<file path="src/rtl/fir_sample_scheduler_if.sv">
// Stream and core-side signal bundle for the FIR sample scheduler.
// The scheduler connects through the slave modport; the environment uses master.
`timescale 1ns/1ps
interface fir_sample_scheduler_if #(
  parameter int DATA_W = 8,
  parameter int OUT_W  = 18
);
  logic              in_valid;
  logic              in_ready;
  logic [DATA_W-1:0] in_data;
  logic              core_load;
  logic [DATA_W-1:0] core_sample;
  logic              core_valid;
  logic [OUT_W-1:0]  core_y;
  logic              out_valid;
  logic              out_ready;
  logic [OUT_W-1:0]  out_data;

  modport master (
    output in_valid, in_data, core_valid, core_y, out_ready,
    input  in_ready, core_load, core_sample, out_valid, out_data
  );

  modport slave (
    input  in_valid, in_data, core_valid, core_y, out_ready,
    output in_ready, core_load, core_sample, out_valid, out_data
  );
endinterface

</file>
<file path="src/rtl/fir_sample_scheduler.sv">
// Input FIFO, phase mirror of the 4-cycle FIR core schedule and a 2-entry
// result buffer whose credit check keeps every issued sample's result slot reserved.
`timescale 1ns/1ps
module fir_sample_scheduler #(
  parameter int DATA_W     = 8,
  parameter int OUT_W      = 18,
  parameter int FIFO_DEPTH = 4
) (
  input  logic                       clk,
  input  logic                       rst,
  fir_sample_scheduler_if.slave      bus,
  output logic [$clog2(FIFO_DEPTH):0] fifo_level,
  output logic                       busy,
  output logic                       seq_err
);
  localparam int PW = $clog2(FIFO_DEPTH);
  localparam int LW = PW + 1;

  typedef enum logic [2:0] {IDLE, P1, P2, P3, P4} state_t;

  state_t            state, next_state;
  logic [DATA_W-1:0] mem [FIFO_DEPTH];
  logic [PW-1:0]     wr_ptr, rd_ptr;
  logic [LW-1:0]     level;
  logic [OUT_W-1:0]  obuf [2];
  logic              ohead;
  logic [1:0]        out_cnt;
  logic              push, load, fifo_nonempty, inflight, credit_ok;
  logic              cap_push, out_pop, err;

  assign fifo_nonempty   = (level != '0);
  assign bus.in_ready    = !rst && (level < LW'(FIFO_DEPTH));
  assign push            = bus.in_valid && bus.in_ready;
  assign bus.core_load   = load;
  assign bus.core_sample = fifo_nonempty ? mem[rd_ptr] : '0;
  assign fifo_level      = level;

  always_ff @(posedge clk or posedge rst) begin
    if (rst) begin
      wr_ptr <= '0;
      rd_ptr <= '0;
      level  <= '0;
    end else begin
      if (push)
        wr_ptr <= wr_ptr + 1'b1;
      if (load)
        rd_ptr <= rd_ptr + 1'b1;
      if (push && !load)
        level <= level + 1'b1;
      else if (load && !push)
        level <= level - 1'b1;
    end
  end

  always_ff @(posedge clk) begin
    if (push)
      mem[wr_ptr] <= bus.in_data;
  end

  // An issue is allowed only if the result buffer can absorb everything already in flight plus this one.
  assign inflight  = (state != IDLE);
  assign credit_ok = ({1'b0, out_cnt} + {2'b00, inflight}) <= 3'd1;

  always_ff @(posedge clk or posedge rst) begin
    if (rst)
      state <= IDLE;
    else
      state <= next_state;
  end

  always_comb begin
    next_state = state;
    load       = 1'b0;
    case (state)
      IDLE: begin
        load       = fifo_nonempty && credit_ok;
        next_state = load ? P1 : IDLE;
      end
      P1: next_state = P2;
      P2: next_state = P3;
      P3: next_state = P4;
      P4: begin
        load       = fifo_nonempty && credit_ok;
        next_state = load ? P1 : IDLE;
      end
      default: next_state = IDLE;
    endcase
  end

  assign cap_push = (state == P4) && bus.core_valid;
  assign err      = (state == P4) ? !bus.core_valid : bus.core_valid;

  always_ff @(posedge clk or posedge rst) begin
    if (rst)
      seq_err <= 1'b0;
    else if (err)
      seq_err <= 1'b1;
  end

  assign bus.out_valid = (out_cnt != 2'd0);
  assign bus.out_data  = bus.out_valid ? obuf[ohead] : '0;
  assign out_pop       = bus.out_valid && bus.out_ready;

  // Tail slot is head xor count parity; a push into a full buffer only happens alongside a pop.
  always_ff @(posedge clk or posedge rst) begin
    if (rst) begin
      obuf[0] <= '0;
      obuf[1] <= '0;
      ohead   <= 1'b0;
      out_cnt <= 2'd0;
    end else begin
      if (cap_push)
        obuf[ohead ^ out_cnt[0]] <= bus.core_y;
      if (out_pop)
        ohead <= ~ohead;
      case ({cap_push, out_pop})
        2'b10:   out_cnt <= out_cnt + 2'd1;
        2'b01:   out_cnt <= out_cnt - 2'd1;
        default: out_cnt <= out_cnt;
      endcase
    end
  end

  assign busy = (state != IDLE) || fifo_nonempty || (out_cnt != 2'd0);
endmodule

</file>
<file path="src/flat_wrapper.sv">
// flat-port wrapper written by rule: the top's interface ports become plain ports
module fir_sample_scheduler_flat 
#(
  parameter int DATA_W     = 8,
  parameter int OUT_W      = 18,
  parameter int FIFO_DEPTH = 4
)
  (clk, rst, fifo_level, busy, seq_err, bus_in_valid, bus_in_data, bus_core_valid, bus_core_y, bus_out_ready, bus_in_ready, bus_core_load, bus_core_sample, bus_out_valid, bus_out_data);
  fir_sample_scheduler_if #(.DATA_W(DATA_W), .OUT_W(OUT_W)) bus_i ();
  input  logic clk;
  input  logic rst;
  output logic [$clog2(FIFO_DEPTH):0] fifo_level;
  output logic busy;
  output logic seq_err;
  input wire logic [$bits(bus_i.in_valid)-1:0] bus_in_valid;
  input wire logic [$bits(bus_i.in_data)-1:0] bus_in_data;
  input wire logic [$bits(bus_i.core_valid)-1:0] bus_core_valid;
  input wire logic [$bits(bus_i.core_y)-1:0] bus_core_y;
  input wire logic [$bits(bus_i.out_ready)-1:0] bus_out_ready;
  output wire logic [$bits(bus_i.in_ready)-1:0] bus_in_ready;
  output wire logic [$bits(bus_i.core_load)-1:0] bus_core_load;
  output wire logic [$bits(bus_i.core_sample)-1:0] bus_core_sample;
  output wire logic [$bits(bus_i.out_valid)-1:0] bus_out_valid;
  output wire logic [$bits(bus_i.out_data)-1:0] bus_out_data;
  assign bus_i.in_valid = bus_in_valid;
  assign bus_i.in_data = bus_in_data;
  assign bus_i.core_valid = bus_core_valid;
  assign bus_i.core_y = bus_core_y;
  assign bus_i.out_ready = bus_out_ready;
  assign bus_in_ready = bus_i.in_ready;
  assign bus_core_load = bus_i.core_load;
  assign bus_core_sample = bus_i.core_sample;
  assign bus_out_valid = bus_i.out_valid;
  assign bus_out_data = bus_i.out_data;
  fir_sample_scheduler #(.DATA_W(DATA_W), .OUT_W(OUT_W), .FIFO_DEPTH(FIFO_DEPTH)) u_core (.clk(clk), .rst(rst), .bus(bus_i), .fifo_level(fifo_level), .busy(busy), .seq_err(seq_err));
endmodule
</file>
<file path="config.mk">
export PLATFORM = sky130hd
export DESIGN_NAME = fir_sample_scheduler_flat
export DESIGN_NICKNAME = d
export VERILOG_FILES = /design/src/rtl/fir_sample_scheduler_if.sv /design/src/rtl/fir_sample_scheduler.sv /design/src/flat_wrapper.sv
export SDC_FILE = /design/constraint.sdc
export NUM_CORES = 1
export LEC_CHECK = 0
export CELL_PAD_IN_SITES_DETAIL_PLACEMENT = 2
export CELL_PAD_IN_SITES_GLOBAL_PLACEMENT = 2
export CORE_UTILIZATION = 33
export CTS_CLUSTER_SIZE = 40
export DETAILED_ROUTE_END_ITERATION = 10
export GPL_TIMING_DRIVEN = 0
export HOLD_SLACK_MARGIN = 0.08
export PLACE_DENSITY_LB_ADDON = 0.1
export SLEW_MARGIN = 10
export SYNTH_ARGS = -nofsm -noshare
export SYNTH_HDL_FRONTEND = slang
export SYNTH_SLANG_ARGS = --single-unit
</file>
<file path="constraint.sdc">
create_clock -name clk -period 2.2 [get_ports clk]
set_clock_uncertainty 0.15 [all_clocks]
set_input_delay 0.33 -clock clk [delete_from_list [all_inputs] [get_ports clk]]
set_output_delay 0.33 -clock clk [all_outputs]
set_load 0.01 [all_outputs]
</file>
==> out/metrics.csv, run 1 <==
stage,metric,value,unit
synthesis,syn avg cell area,15.3,um2
routing,final wirelength,9.06,mm
global_routing,Total GRT Usage,0.169,
cts,Hold Buf Count CTS,0,
worst_setup_path,crit-path max FO,3,
synthesis,sequential share of the synthesized area,0.610,
pwr,PwrDens,1370,nW/um2
sta,setup ws final,-107,ps
floorplanning,Die ar.,11400,um2
synthesis,Post-Syn Nets,276,
global_routing,first-pass GRT wire length,14.2,mm
global_routing,initial antenna violation count,0,
worst_setup_path,Worst setup SP type,flop,
cells_and_area,# nets final,374,
place,Port Buffers,64,
worst_setup_path,Worst path max stage delay,420,ps
place,GPL Wtd Cong,0.654,
routing,TritonRoute pass-1 iters,4,
job,Max Cap Violations,0,
pwr,Leak,2.26,nW
worst_setup_path,cells on worst reg2reg path,9,
synthesis,simple-gate share of the synthesized area,0.0694,
routing,final routed DRC violation total,0,
sta,final setup fails,8,
routing,WL/cell,19.0,um
synthesis,Post-Synth XOR/XNOR Area,0.0311,
cts,clk_lat worst skew,350,ps
synthesis,Compound-Gate Fraction of Synth Area,0.00276,
pwr,Tot Pwr,0.00699,W
cts,CTS H-Tree Depth,3,
worst_setup_path,Worst EP required,2330,ps
synthesis,Post-synth EDFFs,32,
synthesis,Mapped Area,3620,um2
status,run status,finished with violations,
cells_and_area,Antenna diodes,0,
worst_setup_path,Critical Path End,u_core.fifo_level[2],
cts,clk slew on worst S/H paths,90,ps
routing,vias,2244,
cells_and_area,design area,5100,um2
cts,CTS tree,yes,
worst_setup_path,Worst Setup SP,u_core.fifo_level[2],
worst_setup_path,RR Endpoint,u_core.fifo_level[2],
worst_setup_path,CP Depth,9,
sta,Final Max Slew Viols,0,
floorplanning,row cnt,37,
place,DP Wirelength,5.44,mm
sta,Worst Tran Pin Value,499,ps
synthesis,Post-Synth Adder-Cell Area,0.0297,
worst_setup_path,critical path arrival,2430,ps
worst_setup_path,Worst R2R Start,u_core.fifo_level[2],
floorplanning,initial core utilization,0.345,
cells_and_area,"most common cell after layout, fill and taps aside",dfrtp_1,
worst_setup_path,CP cell instances,or3_4 -> nand3_4 -> buf_6 -> ha_4 -> inv_2 -> fa_2 -> xor2_2 -> nor2_2 -> xor2_1,
cells_and_area,"commonest non-fill, non-tap cells in the layout","dfrtp_1 (44), clkdlybuf4s50_1 (34), edfxtp_1 (32)",
sta,setup repair after global routing missed its margin,yes,
worst_setup_path,CP top delay family,simple AND/OR/NAND/NOR gates,
global_routing,number of global-route vias before repair,2500,
worst_setup_path,R2R setup slack,-110,ps
worst_setup_path,Buf/Inv on CP,2,
synthesis,yosys warns,0,
floorplanning,Die Ht,107,um
synthesis,combinational family with the most area after synthesis,multiplexers,
synthesis,"FFs w/ async S/R, synth",0.610,
synthesis,mux contribution to synthesized area,0.228,
global_routing,GRT Residual Overflow,0,
worst_setup_path,CP Capture Type,flop,
sta,period utilization,1.05,
worst_setup_path,CP max-delay cell,dfrtp_2,
routing,Routed Antenna Nets,0,
cts,cts bufs inserted,9,
cells_and_area,layout cells sized above 1,0.409,
cts,clock root cell,clkbuf_8,
place,Placed Area,4460,um2
sta,Max Freq,433,MHz
global_routing,largest net degree at the start of global routing,36,
synthesis,synth unique cells,31,
sta,count of final hold-check violations,0,
cells_and_area,P&R area growth vs syn,40.8,%
status,failing checks,negative setup slack,
floorplanning,Ports,65,
cts,clk sinks,82,
sta,crit path time final,2310,ps
worst_setup_path,critical path type,flop to flop,
synthesis,#FFs+latches synth,82,
floorplanning,Die W,107,um
synthesis,cell count after synthesis,237,
routing,Starting DRT DRC Count,56,
routing,vias per cell,4.71,
floorplanning,core area,10500,um2
synthesis,Main synth FF type,dfrtp_1,
sta,Rel. slew slack,0.667,
pwr,worst-case vdd ir drop,0.533,mV
worst_hold_path,Worst Hold Class,input pin to asynchronous set/reset pin,
cts,Max clock buf depth,2,
-- kinds of logic after synthesis --
family | count (synthesis)
AOI/OAI and AO/OA | 2
xor gates and xnor gates | 12
adders and majority gates | 8
buffers and inverters | 18
DFF | 82
muxes | 64
and+or+nand+nor | 51
-- layer usage --
metal	GRT usage	vias up	routed length [um]
met3	0.0413	13	313
met4	0.0558	0	131
met1	0.218	1149	3930
met5	0	-	0
met2	0.279	50	4680
li1	-	1032	-
-- cell usage after synthesis, types with 3 or more instances --
master / instances / area, um2
mux4_2: 8 / 180
ha_1: 7 / 87.6
and3_1: 4 / 25.0
nor2_1: 25 / 93.8
xnor2_1: 7 / 61.3
xor2_1: 4 / 35.0
inv_1: 7 / 26.3
mux2_4: 10 / 150
edfxtp_1: 32 / 961
buf_2: 5 / 25.0
and2_1: 9 / 56.3
clkbuf_1: 3 / 11.3
dfrtp_1: 50 / 1250
mux2_2: 28 / 315
mux2i_1: 18 / 180
-- repair_timing --
| item | 4_1_cts | 5_1_grt |
|---|---|---|
| resized for setup | 98 | 37 |
| gates cloned | 1 | 0 |
| pin swaps | 7 | 10 |
| endpoints found under the setup margin | 41 | 45 |
| setup buffers | 15 | 8 |
-- registers in the layout (all words and copies together), names as in the netlist --
register,flops
u_core.fifo_level,3
u_core.rd_ptr,2
u_core.seq_err,1
u_core.out_cnt,2
u_core.obuf,36
u_core.ohead,1
u_core.wr_ptr,2
u_core.state,3
u_core.mem,32
-- area by class of cell --
class	count	area [um2]
Buffer	9	133
Fill cell	993	5410
Inverter	7	26.3
Timing Repair Buffer	89	877
Clock buffer	9	124
Clock inverter	7	116
Tap cell	136	170
Sequential cell	82	2220
Multi-Input combinational cell	137	1440
-- where the power goes --
group	total, W	internal (W)	leakage (nW)	switching, W
Sequential	0.00233	0.00201	0.915	0.000323
Combinational	0.00333	0.00196	1.23	0.00137
Clock	0.00133	0.000755	0.121	0.000579
-- per-stage QoR --
step	hold WS [ps]	util	TNS, ps	std cells	setup WS, ps
floorplan	279	-	0	237	2.38
global route	192	0.486	-842	476	-165
CTS	173	0.467	-358	469	-133
finish	173	0.486	-290	476	-107
detailed placement	315	0.424	-6710	438	-507
global placement	304	0.422	-39580	437	-688
-- worst min path at each step --
| stage | end | slack, ps | cells after the start |
|---|---|---|---|
| floorplan | u_core.mem[0][0] | 280 | 0 |
| global placement | u_core.seq_err | 300 | 1 |
| detailed placement | u_core.seq_err | 310 | 1 |
| CTS | u_core.wr_ptr[1] | 170 | 2 |
| global route | u_core.wr_ptr[0] | 190 | 2 |
| finish | u_core.obuf[5] | 170 | 2 |
(Power assumes the default switching activity.)
==> inputs of run 2 (changes only) <==
--- a/config.mk
+++ b/config.mk
@@ -8,6 +8,7 @@
 export CELL_PAD_IN_SITES_DETAIL_PLACEMENT = 2
 export CELL_PAD_IN_SITES_GLOBAL_PLACEMENT = 2
 export CORE_UTILIZATION = 33
+export CTS_CLUSTER_DIAMETER = 50
 export CTS_CLUSTER_SIZE = 40
 export DETAILED_ROUTE_END_ITERATION = 10
 export GPL_TIMING_DRIVEN = 0
==> results of run 2 <==
Same layout as run 1: the final DEF is identical, and so are final timing and power.
